[src/rtl/multiplier_booth_signed_pkg.sv]
// Shared arithmetic package: FSM state encodings and Booth step decode for the
// iterative signed multiplier/divider family.
package multiplier_booth_signed_pkg;

  typedef enum logic [2:0] {
    S_IDLE   = 3'd0,
    S_EVAL   = 3'd1,
    S_SHIFT  = 3'd2,
    S_ADDEND = 3'd3,
    S_OUTPUT = 3'd4
  } mul_state_e;

  typedef enum logic [2:0] {
    DIV_IDLE   = 3'd0,
    DIV_ITER   = 3'd1,
    DIV_FIX    = 3'd2,
    DIV_OUTPUT = 3'd3
  } div_state_e;

  typedef enum logic [1:0] {
    OP_NONE = 2'd0,
    OP_ADD  = 2'd1,
    OP_SUB  = 2'd2
  } booth_op_e;

  // Radix-2 Booth recoding of {current multiplier bit, previous bit}.
  function automatic booth_op_e booth_decode(input logic [1:0] pair);
    booth_op_e op;
    unique case (pair)
      2'b01:   op = OP_ADD;
      2'b10:   op = OP_SUB;
      default: op = OP_NONE;
    endcase
    return op;
  endfunction

endpackage

[src/rtl/multiplier_booth_signed.sv]
// Sequential radix-2 Booth signed multiply-accumulate: PRODUCT_OUT = M*Q + C
// at double width, one EVAL/SHIFT pair per multiplier bit.
module multiplier_booth_signed
  import multiplier_booth_signed_pkg::*;
#(
  parameter int WORD_WIDTH = 10
) (
  input  logic                           CLK,
  input  logic                           ARST_N,
  input  logic                           CE,
  input  logic signed [WORD_WIDTH-1:0]   MULTIPLICAND_IN,
  input  logic signed [WORD_WIDTH-1:0]   MULTIPLIER_IN,
  input  logic signed [WORD_WIDTH-1:0]   ADDEND_IN,
  output logic signed [2*WORD_WIDTH-1:0] PRODUCT_OUT,
  input  logic                           start,
  output logic                           busy,
  output logic                           done
);

  localparam int CNT_W  = (WORD_WIDTH > 1) ? $clog2(WORD_WIDTH) : 1;
  localparam int PROD_W = 2 * WORD_WIDTH;

  mul_state_e                  state;
  logic signed [WORD_WIDTH:0]  acc;
  logic signed [WORD_WIDTH:0]  m_ext;
  logic [WORD_WIDTH-1:0]       mq;
  logic                        qm1;
  logic signed [WORD_WIDTH-1:0] c_reg;
  logic [CNT_W-1:0]            cnt_bits;
  logic [PROD_W-1:0]           low_word;
  logic [PROD_W-1:0]           addend_ext;

  assign busy       = (state != S_IDLE);
  // The guard bit acc[W] is dropped: the final result always fits in 2W bits.
  assign low_word   = {acc[WORD_WIDTH-1:0], mq};
  assign addend_ext = {{WORD_WIDTH{c_reg[WORD_WIDTH-1]}}, c_reg};

  // Control: state, registered result and done pulse.
  always_ff @(posedge CLK or negedge ARST_N) begin
    if (!ARST_N) begin
      state       <= S_IDLE;
      PRODUCT_OUT <= '0;
      done        <= 1'b0;
    end else if (CE) begin
      unique case (state)
        S_IDLE: begin
          done <= 1'b0;
          if (start) state <= S_EVAL;
        end
        S_EVAL:   state <= S_SHIFT;
        S_SHIFT:  state <= (cnt_bits == '0) ? S_ADDEND : S_EVAL;
        S_ADDEND: state <= S_OUTPUT;
        S_OUTPUT: begin
          PRODUCT_OUT <= $signed(low_word);
          done        <= 1'b1;
          state       <= S_IDLE;
        end
        default:  state <= S_IDLE;
      endcase
    end
  end

  // Datapath: Booth add/sub, combined arithmetic shift, final addend.
  always_ff @(posedge CLK) begin
    if (CE) begin
      unique case (state)
        S_IDLE: begin
          if (start) begin
            acc      <= '0;
            mq       <= MULTIPLIER_IN;
            qm1      <= 1'b0;
            m_ext    <= {MULTIPLICAND_IN[WORD_WIDTH-1], MULTIPLICAND_IN};
            c_reg    <= ADDEND_IN;
            cnt_bits <= CNT_W'(WORD_WIDTH - 1);
          end
        end
        S_EVAL: begin
          unique case (booth_decode({mq[0], qm1}))
            OP_ADD:  acc <= acc + m_ext;
            OP_SUB:  acc <= acc - m_ext;
            default: acc <= acc;
          endcase
        end
        S_SHIFT: begin
          {acc, mq, qm1} <= {acc[WORD_WIDTH], acc, mq};
          cnt_bits       <= cnt_bits - 1'b1;
        end
        S_ADDEND: begin
          {acc[WORD_WIDTH-1:0], mq} <= low_word + addend_ext;
        end
        default: begin
        end
      endcase
    end
  end

endmodule
[config.mk]
export PLATFORM = sky130hd
export DESIGN_NAME = multiplier_booth_signed
export DESIGN_NICKNAME = d
export VERILOG_FILES = /design/src/rtl/multiplier_booth_signed_pkg.sv /design/src/rtl/multiplier_booth_signed.sv
export SDC_FILE = /design/constraint.sdc
export NUM_CORES = 1
export LEC_CHECK = 0
export BUFFER_PORTS_ARGS = -buffer_cell sky130_fd_sc_hd__buf_2
export CAP_MARGIN = 40
export CORE_MARGIN = 3
export CORE_UTILIZATION = 61
export DETAILED_ROUTE_END_ITERATION = 12
export GPL_TIMING_DRIVEN = 0
export HOLD_SLACK_MARGIN = 0.03
export PLACE_DENSITY = 0.83
export SYNTH_ARGS = -nofsm -noshare
export SYNTH_HDL_FRONTEND = slang
export SYNTH_SLANG_ARGS = --single-unit
[constraint.sdc]
create_clock -name CLK -period 4.7 [get_ports CLK]
set_clock_uncertainty 0.2 [all_clocks]
set_input_delay 0.235 -clock CLK [delete_from_list [all_inputs] [get_ports CLK]]
set_output_delay 0.235 -clock CLK [all_outputs]
set_load 0.02 [all_outputs]
Yosys cells after proc, flatten, opt, wreduce, memory -nomap -nowiden
Cells that the tools add are included.
{ "totals": {"reg_bits": 70, "input_bits": 34, "out_inout_bits": 22, "word_cells": 57} }
{ "classes": {"add_sub_neg": 4, "n_eq_ne": 10, "mux": 17, "n_reduce_logical": 16} }
{ "op_table": {"columns": ["op", "count"], "rows": [
  ["$pmux 10 s4", 1],
  ["$pmux 10 s3", 1],
  ["$pmux 11 s2", 1],
  ["$add 20x20->20", 1],
  ["$pmux 3 s4", 1],
  ["$add 11x10->11", 1],
  ["$mux 11", 1],
  ["$sub 11x10->11", 1],
  ["$mux 10", 1],
  ["$reduce_and 3->1", 3],
  ["$pmux 4 s2", 1],
  ["$reduce_and 4->1", 2],
  ["$eq 3x2->1 const B", 2],
  ["$mux 2", 3],
  ["$pmux 1 s2", 3],
  ["$reduce_and 2->1", 3],
  ["$reduce_bool 2->1", 3],
  ["$reduce_bool 3->1", 2],
  ["$eq 2x1->1 const B", 2],
  ["$eq 2x2->1 const B", 2],
  ["$logic_not 4->1", 1],
  ["$mux 4", 1],
  ["$pmux 2 s2", 1],
  ["$reduce_bool 4->1", 1],
  ["8 further kinds", 8]
]} }

Longest topological paths before layout
Gate-level depths: netlist (run 1).
{ "logic_depth": {"word_depth": 7, "ltp_mapped": 13, "depth_no_buf": 13} }

Worst setup path after synthesis (run 1)
Ideal clock, no wire load.
{ "synth_path": {"path_kind": "register -> register", "from": "reg mq[0]", "to": "reg acc[6], data pin", "setup_ns": 0.264, "arrival_ns": 2.345, "required_time_ns": 4.236, "setup_slack_ns": 1.891, "stages_incl_launch_ff": 10, "path_buffers": 0, "period_less_slack_ns": 2.809, "path_cell_list": "edfxtp_1 > ha_1 > fa_1 > a21o_1 > a221oi_2 > o21ai_2 > a221oi_2 > nor4_1 > o31ai_1 > o21ai_1"} }
{ "synth_between": {"elab_chain_len": 7, "word_cells_on_any_way": 10, "cone_classes": "1 x add/sub; 4 x eq/ne; 5 x mux"} }
{ "synth_lines": {"columns": ["item", "line_no", "text"], "rows": [
  ["from (decl)", "multiplier_booth_signed.sv:26", "logic [WORD_WIDTH-1:0] mq;"],
  ["from (signal assigned)", "multiplier_booth_signed.sv:85", "{acc, mq, qm1} <= {acc[WORD_WIDTH], acc, mq};"],
  ["from (signal assigned)", "multiplier_booth_signed.sv:89", "{acc[WORD_WIDTH-1:0], mq} <= low_word + addend_ext;"],
  ["$eq 2x2->1 / $eq 2x1->1 (equally long branches)", "multiplier_booth_signed_pkg.sv:29", "unique case (pair)"],
  ["$pmux 2 s2", "multiplier_booth_signed_pkg.sv:29", null],
  ["$mux 2", "multiplier_booth_signed.sv:66", "unique case (state)"],
  ["$mux 2", "multiplier_booth_signed.sv:65", "if (CE) begin"],
  ["$eq 2x2->1 / $eq 2x1->1 (equally long branches)", "multiplier_booth_signed.sv:78", "unique case (booth_decode({mq[0], qm1}))"],
  ["$pmux 11 s2", "multiplier_booth_signed.sv:78", null],
  ["$pmux 10 s4 *", "multiplier_booth_signed.sv:66", null],
  ["to (signal assigned)", "multiplier_booth_signed.sv:79", "OP_ADD: acc <= acc + m_ext;"],
  ["to (signal assigned)", "multiplier_booth_signed.sv:80", "OP_SUB: acc <= acc - m_ext;"],
  ["to (signal assigned)", "multiplier_booth_signed.sv:85", null],
  ["to (decl)", "multiplier_booth_signed.sv:24", "logic signed [WORD_WIDTH:0] acc;"]
]} }
Every way passes the cells marked *; elsewhere a longest branch is shown, timed or not. The select of a mux whose other input is x is not followed.
A chain may end at the register's enable or synchronous reset.

Worst setup path after layout (run 1)
{ "layout_path": {"from": "reg m_ext[2]", "to": "reg acc[9], data pin"} }
{ "layout_between": {"elab_chain_len": 3, "word_cells_on_any_way": 4, "cone_classes": "2 x add/sub; 2 x mux"} }
{ "layout_lines": {"columns": ["item", "line_no", "text"], "rows": [
  ["from (decl)", "multiplier_booth_signed.sv:25", "logic signed [WORD_WIDTH:0] m_ext;"],
  ["from (signal assigned)", "multiplier_booth_signed.sv:72", "m_ext <= {MULTIPLICAND_IN[WORD_WIDTH-1], MULTIPLICAND_IN};"],
  ["$sub 11x10->11 / $add 11x10->11 (equally long branches)", "multiplier_booth_signed.sv:80, multiplier_booth_signed.sv:79", null],
  ["$pmux 11 s2 *", "multiplier_booth_signed.sv:78", null],
  ["$pmux 10 s4 *", "multiplier_booth_signed.sv:66", null]
]} }
Every way passes the cells marked *; elsewhere a longest branch is shown, timed or not.

==> results.yml, run 1 <==
yosys:
  synth_xor_xnor_area_share_pct: 6.56
  synth.avg_cell_area_um2: 10.4
  synthArstFlopShare_pct: 34.3
  synth_mux_area_share_pct: 6.48
  synthesis.area_um2: 4400
  synth_top_family_by_area: "compound AO/OA/AOI/OAI gates"
  syn_inst: 423
  synth_seq_cells: 70
  ys_warn_count: 0
  synthAdderAreaFrac_pct: 9.72
  yosysSeqAreaShare_pct: 45.0
  ys_types: 55
  synth_compound_area_share_pct: 17.0
  synthSimpleGateAreaFrac_pct: 12.8
  ys.flop_type: "edfxtp_1"
  synth_fp_nets: 490
  synth_edf_count: 46
critical_path:
  worst_r2r_path_depth: 12
  crit_path_start_kind: "flip-flop"
  path_max_fanout: 4
  setup.worst_path.end_class: "flip-flop"
  cp.arrival_ns: 3.27
  worst_ep_required_time_ns: 4.60
  crit_type: "flip-flop to flip-flop"
routing:
  vias_per_cell: 6.45
  vias: 4029
  wl_per_cell_um: 21.9
  drc_errors: 0
  ant_nets: 0
  drtIter0Drc: 421
  firstDrtPassIters: 5
  routed_wl_um: 13700
floorplan:
  core_um2: 6910
  die_h_um: 91.0
  die-area_um2: 8270
  io_pins: 56
  core.rowCount: 30
  initial_utilization_pct: 63.8
  die_x_um: 91.0
power_and_ir_drop:
  p_leak_nw: 2.28
  vdd_drop_max_v: 0.000399
  pwr_density_cell_nw_per_um2: 767
  total_power_mw: 4.15
sta:
  rsz0062_at_grt: "no"
  fin_ws_ns: 1.34
  fmax_mhz: 297
  setup_viol: 0
  fin_crit_sh_pct: 71.6
  worst_slew_pin_slew_ns: 0.719
  hold_ws_ns: 0.129
  slew_viol_final: 0
  maxSlewHeadroom_pct: 52.1
  post-route-min-period_ns: 3.36
  final-hold-violation-count: 0
  final.setup.tns_ns: 0
worst_hold_path:
  hp-class: "primary input to flip-flop"
  hold_depth: 3
finish:
  stdcell_area_um2: 5400
  drive_gt1_share_pct: 21.0
  nets: 591
  n_antenna_cell: 0
  largest-register: "PRODUCT_OUT"
  final_cells: 625
  mostFrequentLayoutCell: "buf_2"
  top_regs: "PRODUCT_OUT x20, acc x11"
  finalCoreUtilization_pct: 78.2
  syn_to_final_growth_pct: 22.7
  layout_common_cells: "buf_2 (58), edfxtp_1 (46), nand2_1 (39)"
  largest_reg_flops: 20
place:
  gp_congestion: 0.911
  dp.cells: 577
  io_buffer_count: 55
  dpl.hpwl_um: 8400
  place_ws_ns: 1.45
  place_area_um2: 4840
status:
  status: "finished clean"
global_route:
  grt_pass1_wl_um: 21600
  grtUsageTotal_pct: 33.8
  grt_remaining_overflow: 0
  antenna_found_initial: 0
  grt_pass1_vias: 4171
  grt_max_degree: 25
clock_tree:
  clock-root-buffer: "clkbuf_8"
  tritoncts: "built"
  post_cts_resize_count: 0
  cts.htree.levels: 3
  cts_setup_buffers: 0
  cts_made_buffers: 9
  clock_latency_ns: 0.36
  ctsLongestPathBuffers: 2
  path_clk_slew_ns: 0.09
  cts.sinks: 70
flow_run:
  max_cap_viol_count: 0
==> kinds of logic (layout without fill, tap and decap cells) <==
group | after synthesis | after routing
buffers and inverters | 27 | 133
XOR/XNOR | 33 | 33
multiplexers | 26 | 26
flip-flops | 70 | 70
adder cells (fa/ha/maj) | 33 | 33
AND/OR/NAND/NOR | 120 | 120
AO/OA/AOI/OAI | 114 | 114
==> cell usage after synthesis, types with 8 or more instances <==
master,n,share of area (%)
a21o_1,8,1.4
xnor2_1,21,4.2
inv_1,13,1.1
o21ai_0,31,3.5
nor2_1,29,2.5
nor3_1,11,1.3
a21oi_1,31,3.5
xor2_1,12,2.4
ha_1,31,8.8
edfxtp_1,46,31
nand3_1,10,1.1
mux2_2,20,5.1
dfrtp_1,24,14
nand2_1,39,3.3
==> layout make-up <==
class | instances | area, um^2
timing repair buffer | 90 | 638
sequential | 70 | 1980
tap | 96 | 120
fill | 429 | 1500
clock inverter | 6 | 111
inverter | 13 | 48.8
multi-input combinational | 326 | 2310
clock buffer | 10 | 128
buffer | 14 | 60.1
==> power by group <==
group / switching (mW) / leakage (nW) / internal (mW)
registers: 0.220 / 0.733 / 0.956
clock network: 0.254 / 0.116 / 0.353
logic: 1.44 / 1.43 / 0.919
==> worst max-delay path: stages (launching register included) <==
cell and delay [ns]:
edfxtp_1 0.51, nor3_1 0.36, nand2_1 0.14, o21ai_0 0.27, xor2_1 0.21, ha_1 0.30
a21oi_1 0.22, nand2_1 0.09, o21ai_0 0.34, or3_1 0.17, a31oi_1 0.08, a21oi_1 0.12
o21ai_1 0.08
==> per-layer routing <==
| layer | global-route usage (%) | part of all wire, % | up-vias |
|---|---|---|---|
| met1 | 41.6 | 36 | 1858 |
| met3 | 8.95 | 10 | 84 |
| met2 | 54.6 | 48 | 312 |
| met4 | 17.5 | 5.5 | 0 |
| met5 | 0 | 0 | - |
| li1 | - | - | 1775 |
==> repair_timing <==
| item | in CTS | in global routing |
|---|---|---|
| hold endpoints to repair | 55 | 1 |
| hold buffers | 31 | 1 |
| endpoints found under the setup margin | 0 | 0 |
==> path summary, 6_finish.rpt <==
check,start,endpoint,slack [ns]
max in group asynchronous,ARST_N,state[2]$_DFFE_PN0P_,3.65
max reg2reg,m_ext[2]$_DFFE_PP_,acc[9]$_DFFE_PP_,1.34
min in group asynchronous,ARST_N,PRODUCT_OUT[19]$_DFFE_PN0P_,0.22
min reg2reg,done$_DFFE_PN0P_,done$_DFFE_PN0P_,0.29
max,m_ext[2]$_DFFE_PP_,acc[9]$_DFFE_PP_,1.34
min,start,c_reg[8]$_DFFE_PP_,0.13
Power figures use the tool's default switching activity.
==> run 2: changes to the inputs <==
--- a/config.mk
+++ b/config.mk
@@ -8,11 +8,11 @@
 export BUFFER_PORTS_ARGS = -buffer_cell sky130_fd_sc_hd__buf_2
 export CAP_MARGIN = 40
 export CORE_MARGIN = 3
-export CORE_UTILIZATION = 61
+export CORE_UTILIZATION = 59
 export DETAILED_ROUTE_END_ITERATION = 12
 export GPL_TIMING_DRIVEN = 0
 export HOLD_SLACK_MARGIN = 0.03
-export PLACE_DENSITY = 0.83
+export PLACE_DENSITY = 0.81
 export SYNTH_ARGS = -nofsm -noshare
 export SYNTH_HDL_FRONTEND = slang
 export SYNTH_SLANG_ARGS = --single-unit
==> constraint.sdc (replaced) <==
create_clock -name CLK -period 3.5 [get_ports CLK]
set_clock_uncertainty 0.2 [all_clocks]
set_input_delay 0.175 -clock CLK [delete_from_list [all_inputs] [get_ports CLK]]
set_output_delay 0.175 -clock CLK [all_outputs]
set_load 0.02 [all_outputs]
==> results.yml, run 2 (same netlist as run 1, synthesis figures left out) <==
critical_path:
  worst_ep_required_time_ns: 3.39
  crit_path_start_kind: "flip-flop"
  r2r_slack_ns: 0.24
  setup.worst_path.end_class: "flip-flop"
  r2r_end: "acc[10]$_SDFFCE_PN0P_"
  worst_r2r_path_depth: 12
  cp.arrival_ns: 3.15
  path_max_fanout: 4
  rr_startpoint: "m_ext[0]$_DFFE_PP_"
  crit_type: "flip-flop to flip-flop"
place:
  io_buffer_count: 55
  dpl.hpwl_um: 8340
  gp_congestion: 0.969
  place_area_um2: 4830
clock_tree:
  ctsLongestPathBuffers: 2
  tritoncts: "built"
  cts.htree.levels: 3
  clock_latency_ns: 0.35
  cts_made_buffers: 9
  clock-root-buffer: "clkbuf_8"
  path_clk_slew_ns: 0.08
  cts.sinks: 70
routing:
  vias_per_cell: 6.11
  wl_per_cell_um: 19.5
  ant_nets: 0
  drc_errors: 0
  vias: 3827
  drtIter0Drc: 318
  firstDrtPassIters: 5
  routed_wl_um: 12200
floorplan:
  core_um2: 7020
  die-area_um2: 8530
  initial_utilization_pct: 62.7
  core.rowCount: 30
  die_h_um: 92.4
  die_x_um: 92.4
  io_pins: 56
power_and_ir_drop:
  pwr_density_cell_nw_per_um2: 978
  p_leak_nw: 2.25
  vdd_drop_max_v: 0.000456
global_route:
  grt_max_degree: 25
  grtUsageTotal_pct: 29.8
  grt_pass1_vias: 3821
  antenna_found_initial: 0
  grt_pass1_wl_um: 19700
  grt_remaining_overflow: 0
sta:
  fmax_mhz: 307
  setup_viol: 0
  maxSlewHeadroom_pct: 48.7
  final.setup.tns_ns: 0
  fin_crit_sh_pct: 93.2
  worst_slew_pin_slew_ns: 0.766
  slew_viol_final: 0
  final-hold-violation-count: 0
  post-route-min-period_ns: 3.26
  rsz0062_at_grt: "no"
worst_hold_path:
  hp-class: "primary input to asynchronous set/reset pin"
flow_run:
  max_cap_viol_count: 0
finish:
  mostFrequentLayoutCell: "buf_2"
  drive_gt1_share_pct: 20.9
  syn_to_final_growth_pct: 20.9
  stdcell_area_um2: 5330
  layout_common_cells: "buf_2 (58), edfxtp_1 (46), nand2_1 (39)"
  n_antenna_cell: 0
  largest-register: "PRODUCT_OUT"
  largest_reg_flops: 20
  top_regs: "PRODUCT_OUT x20, acc x11"
  finalCoreUtilization_pct: 75.9
  nets: 592
status:
  status: "finished clean"
==> run 2: cell count changes in the layout (fill, tap and decap cells not counted), sizes merged <==
cell         previous run  this run
bufinv                  3         0
clkinv                  2         4
clkbuf                 19        20
dlygate4sd3            32        33
==> run 2: layout make-up <==
cell class,count,area [um^2]
clock buffers,11,131
flip-flops and latches,70,1980
plain buffers,14,61.3
well taps,96,120
fillers,480,1690
repair buffers,91,636
multi-input cells,326,2320
inverters,13,48.8
clock inverters,5,26.3
==> run 2: metrics by stage <==
stage / hold slack, ns / power [mW] / setup slack (ns) / std cells
global route: 0.209 / 5.57 / 0.0899 / 626
finish: 0.159 / 5.21 / 0.237 / 626
floorplan: -0.321 / 3.70 / 0.691 / 423
detailed placement: 0.0100 / 4.52 / 0.195 / 577
global placement: -0.00124 / 4.40 / 0.346 / 574
CTS: 0.160 / 5.12 / 0.198 / 626
==> run 2: worst max-delay path by stage <==
stage | end | slack [ns] | start | depth (start not counted)
5_1_grt | acc[8]$_DFFE_PP_ | 0.09 | m_ext[0]$_DFFE_PP_ | 12
2_1_floorplan | acc[6]$_DFFE_PP_ | 0.69 | mq[0]$_DFFE_PP_ | 9
4_1_cts | acc[9]$_DFFE_PP_ | 0.20 | qm1$_SDFFCE_PP0P_ | 11
3_3_place_gp | acc[9]$_DFFE_PP_ | 0.35 | qm1$_SDFFCE_PP0P_ | 11
3_5_place_dp | acc[9]$_DFFE_PP_ | 0.20 | qm1$_SDFFCE_PP0P_ | 11
6_report | acc[10]$_SDFFCE_PN0P_ | 0.24 | m_ext[0]$_DFFE_PP_ | 12
==> run 2: power breakdown <==
group / leakage (nW) / internal [mW] / switching (mW)
combinational: 1.44 / 1.23 / 1.87
clock: 0.0805 / 0.252 / 0.313
sequential: 0.733 / 1.28 / 0.259
==> run 2: critical path, stage by stage (launching register included) <==
cell	delay [ns]
edfxtp_1	0.49
inv_1	0.13
ha_1	0.24
nor2_1	0.09
xnor2_1	0.29
ha_1	0.34
nor2b_1	0.16
o2111ai_1	0.17
nand3_1	0.14
o41ai_2	0.34
o21ai_0	0.19
xnor2_1	0.17
nor2_1	0.05
==> run 2: layer usage <==
| metal | global-route usage, % | share of wire [%] | vias to the layer above |
|---|---|---|---|
| li1 | - | - | 1781 |
| met1 | 38.2 | 41 | 1842 |
| met2 | 50.3 | 50 | 171 |
| met3 | 4.47 | 6.3 | 33 |
| met4 | 12.3 | 2.6 | 0 |
| met5 | 0 | 0 | - |
==> run 2: timing repair <==
action / 4_1_cts / 5_1_grt
hold buffers: 33 / 0
setup buffers: 0 / 0
resized for setup: 0 / 5
endpoints found under the hold margin: 60 / 0
endpoints found under the setup margin: 0 / 3
